--- src/rtl/fl_read_arbiter.sv ---
// Parallel flash read arbiter: runs the flash power-up reset, then serves two
// word-read clients round-robin with a high-byte-then-low-byte read per grant.
module fl_read_arbiter #(
  parameter int unsigned WAIT_CYCLES = 6,
  parameter int unsigned RST_CYCLES  = 25,
  parameter int unsigned REC_CYCLES  = 3
) (
  input  logic        CLOCK_50,
  input  logic        rst,
  input  logic        req0,
  input  logic [21:0] addr0,
  output logic        rvalid0,
  output logic [15:0] rdata0,
  input  logic        req1,
  input  logic [21:0] addr1,
  output logic        rvalid1,
  output logic [15:0] rdata1,
  output logic [22:0] FL_ADDR,
  input  logic [7:0]  FL_DQ,
  output logic        FL_CE_N,
  output logic        FL_OE_N,
  output logic        FL_WE_N,
  output logic        FL_RST_N,
  output logic        init_done,
  output logic        busy
);

  localparam logic [7:0] WaitLast = 8'(WAIT_CYCLES - 1);
  localparam logic [7:0] RstLast  = 8'(RST_CYCLES - 1);
  localparam logic [7:0] RecLast  = 8'(REC_CYCLES - 1);

  typedef enum logic [2:0] {
    StResetHold,
    StRecover,
    StIdle,
    StReadHi,
    StReadLo,
    StRespond
  } state_e;

  state_e      state;
  logic [7:0]  cnt;
  logic        last_gnt;
  logic        gnt_id;
  logic [21:0] gnt_addr;
  logic [7:0]  hi;

  logic        req_any;
  logic        pick;
  logic [21:0] pick_addr;

  // The block never writes the flash.
  assign FL_WE_N = 1'b1;

  // Round-robin pick: on contention grant the client that was not served last.
  always_comb begin
    req_any   = req0 | req1;
    pick      = (req0 & req1) ? ~last_gnt : req1;
    pick_addr = pick ? addr1 : addr0;
  end

  // Sequencer: reset hold, recovery, then grant / two byte reads / respond.
  always_ff @(posedge CLOCK_50) begin
    if (rst) begin
      state     <= StResetHold;
      cnt       <= 8'd0;
      last_gnt  <= 1'b1;
      gnt_id    <= 1'b0;
      gnt_addr  <= 22'd0;
      hi        <= 8'd0;
      FL_ADDR   <= 23'd0;
      FL_CE_N   <= 1'b1;
      FL_OE_N   <= 1'b1;
      FL_RST_N  <= 1'b0;
      rvalid0   <= 1'b0;
      rvalid1   <= 1'b0;
      rdata0    <= 16'd0;
      rdata1    <= 16'd0;
      init_done <= 1'b0;
      busy      <= 1'b0;
    end else begin
      rvalid0 <= 1'b0;
      rvalid1 <= 1'b0;
      cnt     <= cnt + 8'd1;
      unique case (state)
        StResetHold: begin
          if (cnt == RstLast) begin
            state    <= StRecover;
            cnt      <= 8'd0;
            FL_RST_N <= 1'b1;
          end
        end
        StRecover: begin
          if (cnt == RecLast) begin
            state     <= StIdle;
            cnt       <= 8'd0;
            init_done <= 1'b1;
          end
        end
        StIdle: begin
          cnt <= 8'd0;
          if (req_any) begin
            state    <= StReadHi;
            gnt_id   <= pick;
            gnt_addr <= pick_addr;
            last_gnt <= pick;
            FL_ADDR  <= {pick_addr, 1'b0};
            FL_CE_N  <= 1'b0;
            FL_OE_N  <= 1'b0;
            busy     <= 1'b1;
          end
        end
        StReadHi: begin
          if (cnt == WaitLast) begin
            state   <= StReadLo;
            cnt     <= 8'd0;
            hi      <= FL_DQ;
            FL_ADDR <= {gnt_addr, 1'b1};
          end
        end
        StReadLo: begin
          if (cnt == WaitLast) begin
            state   <= StRespond;
            cnt     <= 8'd0;
            FL_CE_N <= 1'b1;
            FL_OE_N <= 1'b1;
            // Low byte goes straight into the response word.
            if (gnt_id) begin
              rdata1  <= {hi, FL_DQ};
              rvalid1 <= 1'b1;
            end else begin
              rdata0  <= {hi, FL_DQ};
              rvalid0 <= 1'b1;
            end
          end
        end
        StRespond: begin
          state <= StIdle;
          cnt   <= 8'd0;
          busy  <= 1'b0;
        end
        default: begin
          state <= StResetHold;
          cnt   <= 8'd0;
        end
      endcase
    end
  end

endmodule

--- config.mk ---
export PLATFORM = sky130hd
export DESIGN_NAME = fl_read_arbiter
export DESIGN_NICKNAME = d
export VERILOG_FILES = /design/src/rtl/fl_read_arbiter.sv
export SDC_FILE = /design/constraint.sdc
export NUM_CORES = 1
export LEC_CHECK = 0
export CAP_MARGIN = 20
export CORE_ASPECT_RATIO = 1.1
export CORE_MARGIN = 2
export CORE_UTILIZATION = 52
export CTS_CLUSTER_SIZE = 10
export DETAILED_ROUTE_END_ITERATION = 6
export PLACE_DENSITY = 0.9
export REMOVE_ABC_BUFFERS = 1
export SLEW_MARGIN = 20
export SYNTH_ARGS = -nofsm -noshare
export SYNTH_HDL_FRONTEND = slang
export SYNTH_SLANG_ARGS = --single-unit
--- constraint.sdc ---
create_clock -name CLOCK_50 -period 3.4 [get_ports CLOCK_50]
set_clock_uncertainty 0.05 [all_clocks]
set_input_delay 0.85 -clock CLOCK_50 [delete_from_list [all_inputs] [get_ports CLOCK_50]]
set_output_delay 0.85 -clock CLOCK_50 [all_outputs]
set_load 0.03 [all_outputs]
==> results of run 1 <==
-- cell usage in the layout (no fill, tap or decap), drive strengths merged, types with 2 or more instances in the layout --
master | netlist | routed
nor3 | 12 | 12
a211oi | 23 | 23
a21oi | 45 | 45
clkbuf | 19 | 11
a22o | 23 | 23
clkdlybuf4s50 | 0 | 116
nor4b | 2 | 2
nand2 | 42 | 42
buf | 18 | 7
nor3b | 2 | 2
mux2i | 47 | 47
dfxtp | 104 | 104
nand3 | 5 | 5
a41oi | 2 | 2
xnor2 | 3 | 3
clkinvlp | 0 | 2
nor2 | 76 | 76
nand2b | 2 | 2
ha | 4 | 4
inv | 4 | 4
or3 | 3 | 3
xor2 | 3 | 3
and3 | 2 | 2
-- cells by family after synthesis --
family                   Yosys count  synth area share, %
flip-flops                       104                 48.5
AO/OA/AOI/OAI                    101                 16.3
multiplexers                      47                 10.9
XOR/XNOR                           6                 1.22
buffers and inverters             41                 4.83
other                              1               0.0873
AND/OR/NAND/NOR                  157                 17.0
adder cells (fa/ha/maj)            4                 1.16
-- how the worst max path moves through the flow --
stage | start | endpoint | slack, ns
5_1_grt | state[2] | rdata1[2] | 0.83
4_1_cts | req0 | FL_ADDR[16] | 0.95
6_report | req0 | FL_ADDR[4] | 0.94
3_5_place_dp | req0 | FL_ADDR[16] | 0.53
3_3_place_gp | req0 | FL_ADDR[16] | 0.64
2_1_floorplan | state[0] | rdata0[0] | -0.29
-- report_power, final --
| group | leakage [nW] | internal [mW] | switching, mW |
|---|---|---|---|
| Clock | 0.0976 | 0.378 | 0.397 |
| Sequential | 0.838 | 1.22 | 0.00543 |
| Combinational | 1.21 | 0.0848 | 0.0698 |
-- critical path, cell delays in order --
cell,delay (ns)
sky130_fd_sc_hd__clkdlybuf4s50_1,0.48
sky130_fd_sc_hd__a21bo_2,0.63
sky130_fd_sc_hd__mux2i_1,0.35
sky130_fd_sc_hd__a21oi_1,0.11
sky130_fd_sc_hd__a22o_1,0.22
-- sequential cells by signal (all words and copies together), names as in the netlist --
| register | count |
|---|---|
| gnt_id | 1 |
| rdata0 | 16 |
| FL_RST_N | 1 |
| busy | 1 |
| gnt_addr | 22 |
| rvalid1 | 1 |
| last_gnt | 1 |
| FL_ADDR | 23 |
| state | 3 |
| cnt | 8 |
| rvalid0 | 1 |
| hi | 8 |
| init_done | 1 |
| rdata1 | 16 |
| FL_OE_N | 1 |
-- routing by layer --
metal | wire (microns) | track usage, % | vias up
met4 | 127 | 8.28 | 0
li1 | - | - | 1797
met2 | 4930 | 40.6 | 151
met5 | 0 | 0 | -
met3 | 630 | 4.24 | 12
met1 | 4500 | 29.4 | 1701
-- final cells by class --
class                           instances  area, sq um
Clock buffer                           11          151
Clock inverter                          4         53.8
Fill cell                             599         2290
Inverter                                4         15.0
Multi-Input combinational cell        316         2020
Sequential cell                       104         2080
Tap cell                              108          135
Timing Repair Buffer                  123         1210
==> summary by stage, run 1 <==
Clocking
The CTS tree is yes. The clock transition at the registers of the reported paths is 0.09 ns. Buffers added to address setup during post-CTS repair amount to 0.

The total number of clock tree sinks is 104. The number of buffers created by CTS is 9. The number of gates resized after CTS was 0. Clock latency on the worst-skew pair, taken at its later pin, is 0.35 ns. The longest clock path from root to sink contains 2 buffers. The clock root buffer master is sky130_fd_sc_hd__clkbuf_8. In this run, post-CTS hold repair placed 0 buffers.

The level count of the clock H-tree is 3.

Placed design
In this run the tool buffered the top-level ports with 117 buffer cells. Prior to clock tree synthesis, the placed netlist has a worst setup slack of 0.527 ns. The count of placed standard cells including taps is 655. The detailed placement HPWL is 7260 microns. The congestion estimate from routability-driven global placement came to 0.881. The cell area after placement is 5460 sq um.

Timing
The setup TNS after final layout is 0 ns. Setup violations remaining at the end of the flow were counted as 0. The worst pin sits at a relative slew slack of 50.1%. The worst path in the final design needs a cycle of 2.46 ns, including I/O delays and setup. Setup repair after global routing left no endpoint under its margin. The slew of the pin with the lowest slew margin is 0.748 ns. The final critical-path share of the clock period is 72.3%. The highest attainable clock frequency is 407 MHz. The worst hold slack after final layout is 0.410 ns. The number of hold violations in the final report was 0.

The count of final max-slew check failures was 0. Setup slack on the critical path of the routed design comes to 0.940 ns.

Global routing
The number of antenna violations at the first check in global routing is 0. The first global-routing pass estimated 17,400 microns of wire. The total congestion overflow after global routing is 0. The number of global-route vias before repair was 3,677.

For this run, the total global-route usage over all layers was measured as 23.4%. The maximum number of pins on one net before global-route repair is 47.

Yosys
The warning count from the yosys run is 0. Sorting the synthesized cells by how often they occur yields 104 x sky130_fd_sc_hd__dfxtp_1, 76 x sky130_fd_sc_hd__nor2_1, 47 x sky130_fd_sc_hd__mux2i_1. Summing the sequential cell areas from Yosys gives 48.5% of the chip area. In this run, synthesis inferred 0 flip-flops with an integrated enable.

After synthesis, the cell types taking the most area are sky130_fd_sc_hd__dfxtp_1 48%, sky130_fd_sc_hd__mux2i_1 11%, sky130_fd_sc_hd__nor2_1 6.6%, sky130_fd_sc_hd__a21oi_1 5.1%, sky130_fd_sc_hd__a22o_1 4.7%. The top cell type by area accounts for 48.5% of the synthesized area. Synthesis produced a netlist whose cell count is 461. The synthesized netlist contains 48 unique library cells. sky130_fd_sc_hd__dfxtp_1 takes more of the synthesized area than any other cell. The post-synth design cell area is 4300 sq um. In the synthesized netlist the dominant register cell turns out to be sky130_fd_sc_hd__dfxtp_1.

The register bit count reported by yosys is 104. The dominant cell by count in the synthesized netlist is sky130_fd_sc_hd__dfxtp_1. Each instance of the synthesized netlist takes up on average 9.32 sq um. The async set-reset flop share out of synthesis is 0%.

Worst setup path
In this run the register-to-register setup slack is 1.14 ns. Along the worst path, the maximum fanout reaches 23. STA classifies the critical path startpoint as an input port.

The start-to-end type of the worst setup path is in2reg. The required arrival time at the worst endpoint is 3.59 ns. The worst reg2reg path endpoint is rdata1[9].

The worst register-to-register path begins at state[2]. The number of cells traversed by the worst register-to-register path is 4. The kind of end point of the critical path is a register. The data arrival time of the critical path is 2.65 ns.

Final layout
With fillers left out, the area of the finished cells amounts to 5670 sq um. The utilization after layout is 71.2%. The number of diodes added for antenna fixing is 0.

The fraction of layout cells with a size suffix above 1 is 5.87%. The relative area change from synthesis to final layout is 31.9%. Leaving out filler cells and counting taps, the final layout contains 670. The net total in the final layout is 618.

Drt
In the routed layout, each cell is associated on average with a via count of 5.46. Before antenna repair, the detailed router went through 4 iterations. For this block, the routed nets add up to 10,200 microns of wire. The detailed router's first-iteration violation count is 188. The via count of the routed design is 3,661. Dividing the detail-routed wire length by the instance count gives 15.2 microns.

In the routed design, unresolved DRC markers number 0. The count of nets left with antenna violations once routing finished came out at 0.

Outcome
The flow ran to the end, and the final reports show no timing, DRC or antenna violations.

Floorplanning
Row generation in the floorplan step produced 34 rows. In this run the horizontal extent of the chip is 90.7 microns. The initial utilization of the core area, before any placement, comes to 54.0%. The placeable core area is 7960 sq um. The die covers 9010 sq um. The I/O pin count is 119. The die is 99.3 microns tall.

Hold path
The destination of the worst hold path is rdata1[4]. The class of the worst hold path is reg2reg. Along the worst hold path, the cell count comes to 2. The worst hold path begins at rdata1[4].

Pwr
Power spread over the standard cell area amounts to 380 nW/um^2. The total power after layout is 2.15 mW. The total leakage power is 2.15 nW.

The peak supply drop is 0.190 mV.

Flow run
The count of maximum capacitance violations is 0.
Power figures use the tool's default switching activity.
==> inputs of run 2 (changes only) <==
--- a/config.mk
+++ b/config.mk
@@ -8,10 +8,10 @@
 export CAP_MARGIN = 20
 export CORE_ASPECT_RATIO = 1.1
 export CORE_MARGIN = 2
-export CORE_UTILIZATION = 52
+export CORE_UTILIZATION = 43
 export CTS_CLUSTER_SIZE = 10
 export DETAILED_ROUTE_END_ITERATION = 6
-export PLACE_DENSITY = 0.9
+export PLACE_DENSITY = 0.8
 export REMOVE_ABC_BUFFERS = 1
 export SLEW_MARGIN = 20
 export SYNTH_ARGS = -nofsm -noshare
==> constraint.sdc (replaced) <==
create_clock -name CLOCK_50 -period 2.16 [get_ports CLOCK_50]
set_clock_uncertainty 0.05 [all_clocks]
set_input_delay 0.54 -clock CLOCK_50 [delete_from_list [all_inputs] [get_ports CLOCK_50]]
set_output_delay 0.54 -clock CLOCK_50 [all_outputs]
set_load 0.03 [all_outputs]
==> run 2 against run 1 <==
  * Register-to-register slack worse by 0.95 ns
  * Power is 52% higher
  * Sequential cell count stayed put
  * Sequential power is 57% higher
  * Worst hold slack better by 0.0026 ns
  * Sequential share of layout area is 0.78 points lower
  * First-iteration DRC count is 32% lower
  * Critical path depth is 4 lower
  * Via count is 0.98% lower
  * Largest power group unchanged
==> summary by stage, run 2 (synthesis gave the netlist of run 1 again) <==
Outcome
The run finished with clean final reports.

Timing
After layout, the worst path uses 94.4% of the clock period. The least setup slack across all paths after layout is 0.122 ns. At the pin with the least slew margin, the transition time is 0.529 ns.

The number of hold violations in the final report was 0. Setup repair after global routing left no endpoint under its margin. The count of final max-slew check failures was 0. The tightest hold path in the finished design has a slack of 0.412 ns. Setup violations remaining at the end of the flow were counted as 0. The shortest clock period the worst path allows after layout is 2.04 ns.

The highest attainable clock frequency is 491 MHz. The remaining max-slew budget at the tightest pin is 64.5%.

Floorplanning
During I/O placement, the number of pins put on the boundary was 119. The die footprint is 10,800 sq um. The floorplan die width is 99.3 microns. For this configuration, the core starts out at a cell density of 43.9%.

In this run the vertical extent of the chip is 109 microns. The floorplan step defined a core boundary enclosing 9790 sq um. Row generation in the floorplan step produced 38 rows.

Hold path
Counting instances, the worst hold path has a depth of 2. The hold path startpoint is rdata1[13]. The class of the worst hold path is reg2reg. The worst hold path terminates at rdata1[13].

Flow run
The count of maximum capacitance violations is 0.

Pwr
The peak supply drop is 0.379 mV. Dividing total power by cell area gives a power density of 567 nW/um^2. The total power after layout is 3.28 mW. The total leakage power is 2.21 nW.

Global routing
The total overflow left after global routing is 0. The number of antenna violations at the first check in global routing came to 0. Global routing used 18.7% of the available tracks across all layers. The first global-routing pass estimated 16,600 microns of wire. The number of global-route vias before repair is 3,611. The maximum number of pins on one net before global-route repair is 47.

Placed design
The count of placed standard cells including taps is 678. The detailed placement HPWL is 6970 microns. The count of input and output buffers is 117. The final RePlAce weighted congestion is 0.779. At the placement stage, the worst setup path has a slack of -0.0405 ns.

Clocking
After clock tree synthesis, the clock-pin slew on the worst setup and hold paths is 0.10 ns. The clock passes through at most 2 buffers. The clock root buffer master is sky130_fd_sc_hd__clkbuf_8.

The total number of clock tree sinks is 104. The number of setup buffers added after CTS is 0. The CTS tree is yes. The clock insertion delay at the later pin of the skew report is 0.35 ns.

The number of buffers created by CTS is 9. The count of hold buffers inserted by post-cts repair is 0. CTS built an H-tree with a depth of 3. Once the clock tree was built, the resizer swapped 0 gates to a different size.

Final layout
The area of combinational cells with multiple inputs is 2020 sq um. The register with the most flip-flops in the layout has 23 of them. Leaving out fill and tap cells, the most frequent cells in the layout are 116 x sky130_fd_sc_hd__clkdlybuf4s50_1, 104 x sky130_fd_sc_hd__dfxtp_1, 76 x sky130_fd_sc_hd__nor2_1, 47 x sky130_fd_sc_hd__mux2i_1, 44 x sky130_fd_sc_hd__a21oi_1. At the end of the flow the core is filled with cells to 59.1%.

In the final layout, the registers with the most flip-flops are FL_ADDR x23, gnt_addr x22. Summing all flip-flop and latch instances after layout gives 2080 sq um. 0 antenna diodes ended up in the layout.

The leading cell type in the layout, fill and taps excluded is sky130_fd_sc_hd__clkdlybuf4s50_1. Counting the fill cells in the layout gives 868. The net total in the final layout is 629. The fraction of layout cells with a size suffix above 1 is 7.67%. From synthesis to final layout, the design area changed by 34.8%. The register name with the most flops is FL_ADDR. The count of cells in the finished layout, fillers not included, comes to 694.

Drt
The remaining routing DRC violations is 0. The routed layout has 3,625 vias. Dividing the detail-routed wire length by the instance count gives 14.2 microns. The number of detailed-routing iterations run before antenna repair is 4. The number of routed nets with antenna violations is 0. The detailed router's first-iteration violation count is 128.

Summed over all layers, the routed wires come to 9890 microns. The routed via count divided by cell count is 5.22.

Worst setup path
Traced cell by cell, the critical path runs through clkdlybuf4s50_1. The kind of end point of the critical path is an output port. The start-to-end type of the worst setup path is reg2out. The required arrival time at the worst endpoint is 1.57 ns.

Broken down by cell family, the worst path's largest delay share belongs to buffers and inverters. The data arrival time of the critical path is 1.45 ns. The slack of the worst reg-to-reg path is 0.19 ns. The highest net fanout along the worst path is 3. Counting cells, the worst reg-to-reg path comes to 5. The slowest library cell on the worst path is sky130_fd_sc_hd__clkdlybuf4s50_1. In this run the critical register-to-register path is launched from cnt[0]. The endpoint identified for the worst register-to-register timing path is FL_ADDR[10].

The worst setup path is launched from a register. The count of buffer and inverter cells on the critical path is 1. The delay of the slowest cell on the worst path is 0.70 ns.
-- run 2: cell types whose count changed in the layout (fill, tap and decap cells not counted) --
| cell | previous run | this run |
|---|---|---|
| sky130_fd_sc_hd__inv_6 | 0 | 2 |
| sky130_fd_sc_hd__clkbuf_1 | 0 | 1 |
| sky130_fd_sc_hd__bufinv_16 | 1 | 0 |
| sky130_fd_sc_hd__clkinv_4 | 1 | 4 |
| sky130_fd_sc_hd__buf_4 | 6 | 13 |
| sky130_fd_sc_hd__clkbuf_8 | 11 | 9 |
| sky130_fd_sc_hd__clkinvlp_4 | 2 | 0 |
| sky130_fd_sc_hd__buf_12 | 0 | 4 |
-- run 2: worst max-delay path by stage --
stage / from / endpoint / slack, ns / depth (start not counted)
6_report: FL_OE_N / FL_CE_N / 0.12 / 1
5_1_grt: FL_OE_N / FL_CE_N / 0.08 / 1
4_1_cts: FL_OE_N / FL_CE_N / 0.11 / 1
3_5_place_dp: req1 / FL_ADDR[15] / -0.04 / 6
3_3_place_gp: req0 / FL_ADDR[15] / -0.04 / 6
2_1_floorplan: state[0] / rdata0[0] / -1.53 / 4
-- run 2: stage by stage --
| step | setup TNS (ns) | area [sq um] |
|---|---|---|
| floorplan | -46.83 | 4100 |
| global placement | -0.0530 | 5610 |
| detailed placement | -0.562 | 5610 |
| CTS | 0 | 5790 |
| global route | 0 | 5790 |
| finish | 0 | 5790 |
-- run 2: layer usage --
metal / vias to the layer above / wire length (microns) / share of wire, % / track usage [%]
met2: 125 / 4450 / 45 / 30.6
li1: 1821 / - / - / -
met1: 1669 / 4690 / 47 / 24.6
met5: - / 0 / 0 / 0
met4: 0 / 114 / 1.2 / 6.26
met3: 10 / 632 / 6.4 / 3.97
-- run 2: power by group --
| part | leakage [nW] | switching (mW) | internal, mW |
|---|---|---|---|
| clock | 0.0914 | 0.667 | 0.437 |
| combinational | 1.28 | 0.111 | 0.138 |
| sequential | 0.838 | 0.00835 | 1.92 |
| total | 2.21 | 0.787 | 2.50 |
-- run 2: area by class of cell --
| cell class | instances | area share, % |
|---|---|---|
| tap | 120 | 2.59 |
| timing repair buffer | 134 | 23.2 |
| clock inverter | 6 | 0.908 |
| clock buffer | 10 | 2.20 |
| inverter | 4 | 0.259 |
| multi-input combinational | 316 | 34.9 |
| sequential | 104 | 36.0 |
==> inputs of run 3 (changes only) <==
--- a/config.mk
+++ b/config.mk
@@ -11,6 +11,7 @@
 export CORE_UTILIZATION = 43
 export CTS_CLUSTER_SIZE = 10
 export DETAILED_ROUTE_END_ITERATION = 6
+export GPL_TIMING_DRIVEN = 0
 export PLACE_DENSITY = 0.8
 export REMOVE_ABC_BUFFERS = 1
 export SLEW_MARGIN = 20
==> constraint.sdc (replaced) <==
create_clock -name CLOCK_50 -period 1.75 [get_ports CLOCK_50]
set_clock_uncertainty 0.05 [all_clocks]
set_input_delay 0.4375 -clock CLOCK_50 [delete_from_list [all_inputs] [get_ports CLOCK_50]]
set_output_delay 0.4375 -clock CLOCK_50 [all_outputs]
set_load 0.03 [all_outputs]
==> run 3 against run 2 <==
  * Die area did not move
  * Count of clock-buffer cells in the layout fell by 1
  * Power rose by 26%
  * Critical path type is now reg2reg
  * Worst hold slack got worse by 0.010 ns
  * The run now ends with setup timing left
  * First-iteration DRC count rose by 19%
  * Critical path depth rose by 3
  * Highest routed layer unchanged
==> summary by stage, run 3 (synthesis gave the netlist of run 1 again) <==
Outcome
The run finished, with violations left. The final reports fail on setup timing.

Worst setup path
The number of cells traversed by the worst register-to-register path is 4. The signal on the critical path passes through or3_4, or3_4, and3_4, a22o_1. The worst setup path is of the reg2reg kind.

The worst setup path is launched from a register. The data arrival time of the critical path is 2.02 ns. Among the stages of the critical path, the cell type that occurs most often is sky130_fd_sc_hd__or3_4.

The delay of the slowest cell on the worst path is 0.43 ns. The highest net fanout along the worst path is 6. The worst reg2reg path endpoint is FL_ADDR[17]. The kind of end point of the critical path is a register. For flop-to-flop paths, the worst setup slack is -0.07 ns.

The startpoint of the most critical register-to-register path is cnt[7]. The required arrival time at the worst endpoint is 1.95 ns. For this design, the slowest cell found on the critical path is sky130_fd_sc_hd__or3_4.

Timing
Setup violations remaining at the end of the flow were counted as 35. Summed over all failing endpoints, the final setup total negative slack is -1.63 ns. After layout, the minimum clock period comes to 1.82 ns. The number of hold violations in the final report was 0.

The final critical-path share of the clock period is 104%. The least setup slack across all paths after layout is -0.0720 ns. The count of final max-slew check failures is 0.

Setup repair after global routing could not meet its margin everywhere. Based on the critical path, the design can be clocked at up to 549 MHz.

Global routing
The number of antenna violations at the first check in global routing is 0. The first global-routing pass estimated 18,300 microns of wire. Global routing used 20.9% of the available tracks across all layers.

The total congestion overflow after global routing is 0. The number of global-route vias before repair was 3,805. The maximum number of pins on one net before global-route repair is 55.

Final layout
The filler cells instantiated in the layout total 847. The largest registers in the layout are FL_ADDR x23, gnt_addr x22. The register name with the most flops is FL_ADDR. The area of combinational cells with multiple inputs is 2200 sq um. The final layout contains 656 nets.

Leaving out fill and tap cells, the most frequent cells in the layout are 95 x sky130_fd_sc_hd__dfxtp_1, 73 x sky130_fd_sc_hd__nor2_1, 64 x sky130_fd_sc_hd__dlygate4sd2_1, 52 x sky130_fd_sc_hd__clkdlybuf4s50_1, 46 x sky130_fd_sc_hd__mux2i_1. The leading cell type in the layout, fill and taps excluded is sky130_fd_sc_hd__dfxtp_1. The finished cells cover 6120 sq um.

The number of diodes added for antenna fixing is 0. The fraction of layout cells with a size suffix above 1 is 15.8%. The flip-flop count of the largest register after layout is 23. The total area of sequential cells is 2110 sq um. The relative area change from synthesis to final layout is 42.4%.

Pwr
The power density normalized to cell area is 675 nW/um^2. Summed over all cells, the static leakage comes to 2.66 nW. Across the VDD grid, the largest voltage drop is 0.477 mV. The design draws 4.13 mW.

Floorplanning
The initial utilization of the core area, before any placement, comes to 43.9%. The die is 99.3 microns wide. The die footprint is 10,800 sq um.

The row count is 38. The die is 109 microns tall. The region available for standard cell placement spans 9790 sq um. The I/O pin count is 119.

Clocking
Counting every sink on the clock net gives 104. Clock-pin slew was measured on the worst setup and hold paths at 0.10 ns. The worst-case clock buffer depth is 2. Clock latency on the worst-skew pair, taken at its later pin, is 0.36 ns.

CTS built an H-tree with a depth of 3. The count of hold buffers inserted by post-cts repair is 0. Counting the buffers created by CTS gives 9. TritonCTS built the clock tree. The clock root buffer master is sky130_fd_sc_hd__clkbuf_8.

Placed design
The cell area after placement is 5530 sq um. During placement, the flow inserted port buffers numbering 117. The detailed placement HPWL is 7160 microns.

The final RePlAce weighted congestion is 0.836.

Hold path
The startpoint identified for the worst hold timing path is rst. The destination of the worst hold path is busy. The class of the worst hold path is in2reg. Counting instances, the worst hold path has a depth of 2.

Drt
The via count of the routed design is 3,870. In the final routed layout, each cell accounts on average for 16.1 microns. The first detailed-routing pass took 4 iterations. The number of routed nets with antenna violations is 0. The total length of routed wires is 11,600 microns. In this run, the number of DRC markers left after iteration 0 of detailed routing was 152. The routed via count divided by cell count is 5.37.

After detailed routing, the number of remaining DRC violations is 0.

Flow run
The tool flagged a number of max-cap violations equal to 0.
[run 3: changes by cell type in the layout (fill, tap and decap cells not counted), moves of 3 or more]
cell,previous run,this run
sky130_fd_sc_hd__dfxtp_4,0,5
sky130_fd_sc_hd__dfxtp_1,104,95
sky130_fd_sc_hd__clkdlybuf4s50_1,116,52
sky130_fd_sc_hd__nor2_1,76,73
sky130_fd_sc_hd__dfxtp_2,0,4
sky130_fd_sc_hd__nor2_2,0,3
sky130_fd_sc_hd__or3_4,2,5
sky130_fd_sc_hd__dlygate4sd2_1,0,64
sky130_fd_sc_hd__buf_4,13,23
sky130_fd_sc_hd__buf_6,0,9
sky130_fd_sc_hd__and3_4,1,4
[run 3: worst max-delay path, delay by kind of cell, from the launching register on]
family,cells,cell delay (ns)
AO/OA/AOI/OAI,1,0.22
flip-flops,1,0.34
AND/OR/NAND/NOR,3,1.10
[run 3: final cells by class]
cell class | instances | share of cell area [%]
inverters | 4 | 0.245
clock inverters | 7 | 1.02
repair buffers | 154 | 23.9
clock buffers | 9 | 2.02
multi-input cells | 323 | 35.9
flip-flops and latches | 104 | 34.4
well taps | 120 | 2.45
[run 3: where the power goes]
group / total (mW) / switching [mW] / internal, mW / leakage (nW)
Combinational: 0.330 / 0.150 / 0.180 / 1.72
Clock: 1.43 / 0.875 / 0.551 / 0.0980
Sequential: 2.38 / 0.0102 / 2.37 / 0.843
Total: 4.13 / 1.04 / 3.10 / 2.66
[run 3: how the worst max path moves through the flow]
stage          startpoint           to
2_1_floorplan    state[0]    rdata0[0]
3_3_place_gp     state[0]   rdata0[11]
3_5_place_dp     state[2]    rdata0[9]
4_1_cts            cnt[5]  FL_ADDR[17]
5_1_grt          state[1]   rdata0[11]
6_report           cnt[7]  FL_ADDR[17]
[run 3: what timing repair did]
action | in CTS | in global routing
setup buffers | 18 | 11
pin swaps | 33 | 11
gates resized for setup | 97 | 21
cloned | 6 | 1
endpoints found under the setup margin | 158 | 72
endpoints found under the hold margin | 0 | 0
[run 3: stage by stage]
| step | setup slack (ns) | utilization [%] | cells | hold slack [ns] |
|---|---|---|---|---|
| CTS | -0.0830 | 60.7 | 709 | 0.386 |
| global route | -0.133 | 62.5 | 721 | 0.403 |
| finish | -0.0720 | 62.5 | 721 | 0.402 |
| detailed placement | -0.824 | 56.4 | 669 | 0.399 |
| global placement | -3.17 | 55.4 | 661 | 0.396 |
| floorplan | -1.94 | - | 424 | 0.388 |
[run 3: routing by layer]
layer	global-route usage, %	part of all wire [%]	vias up
met4	7.14	1.6	0
li1	-	-	1898
met1	26.4	44	1814
met2	36.3	49	140
met3	3.33	5.7	18
met5	0	0	-
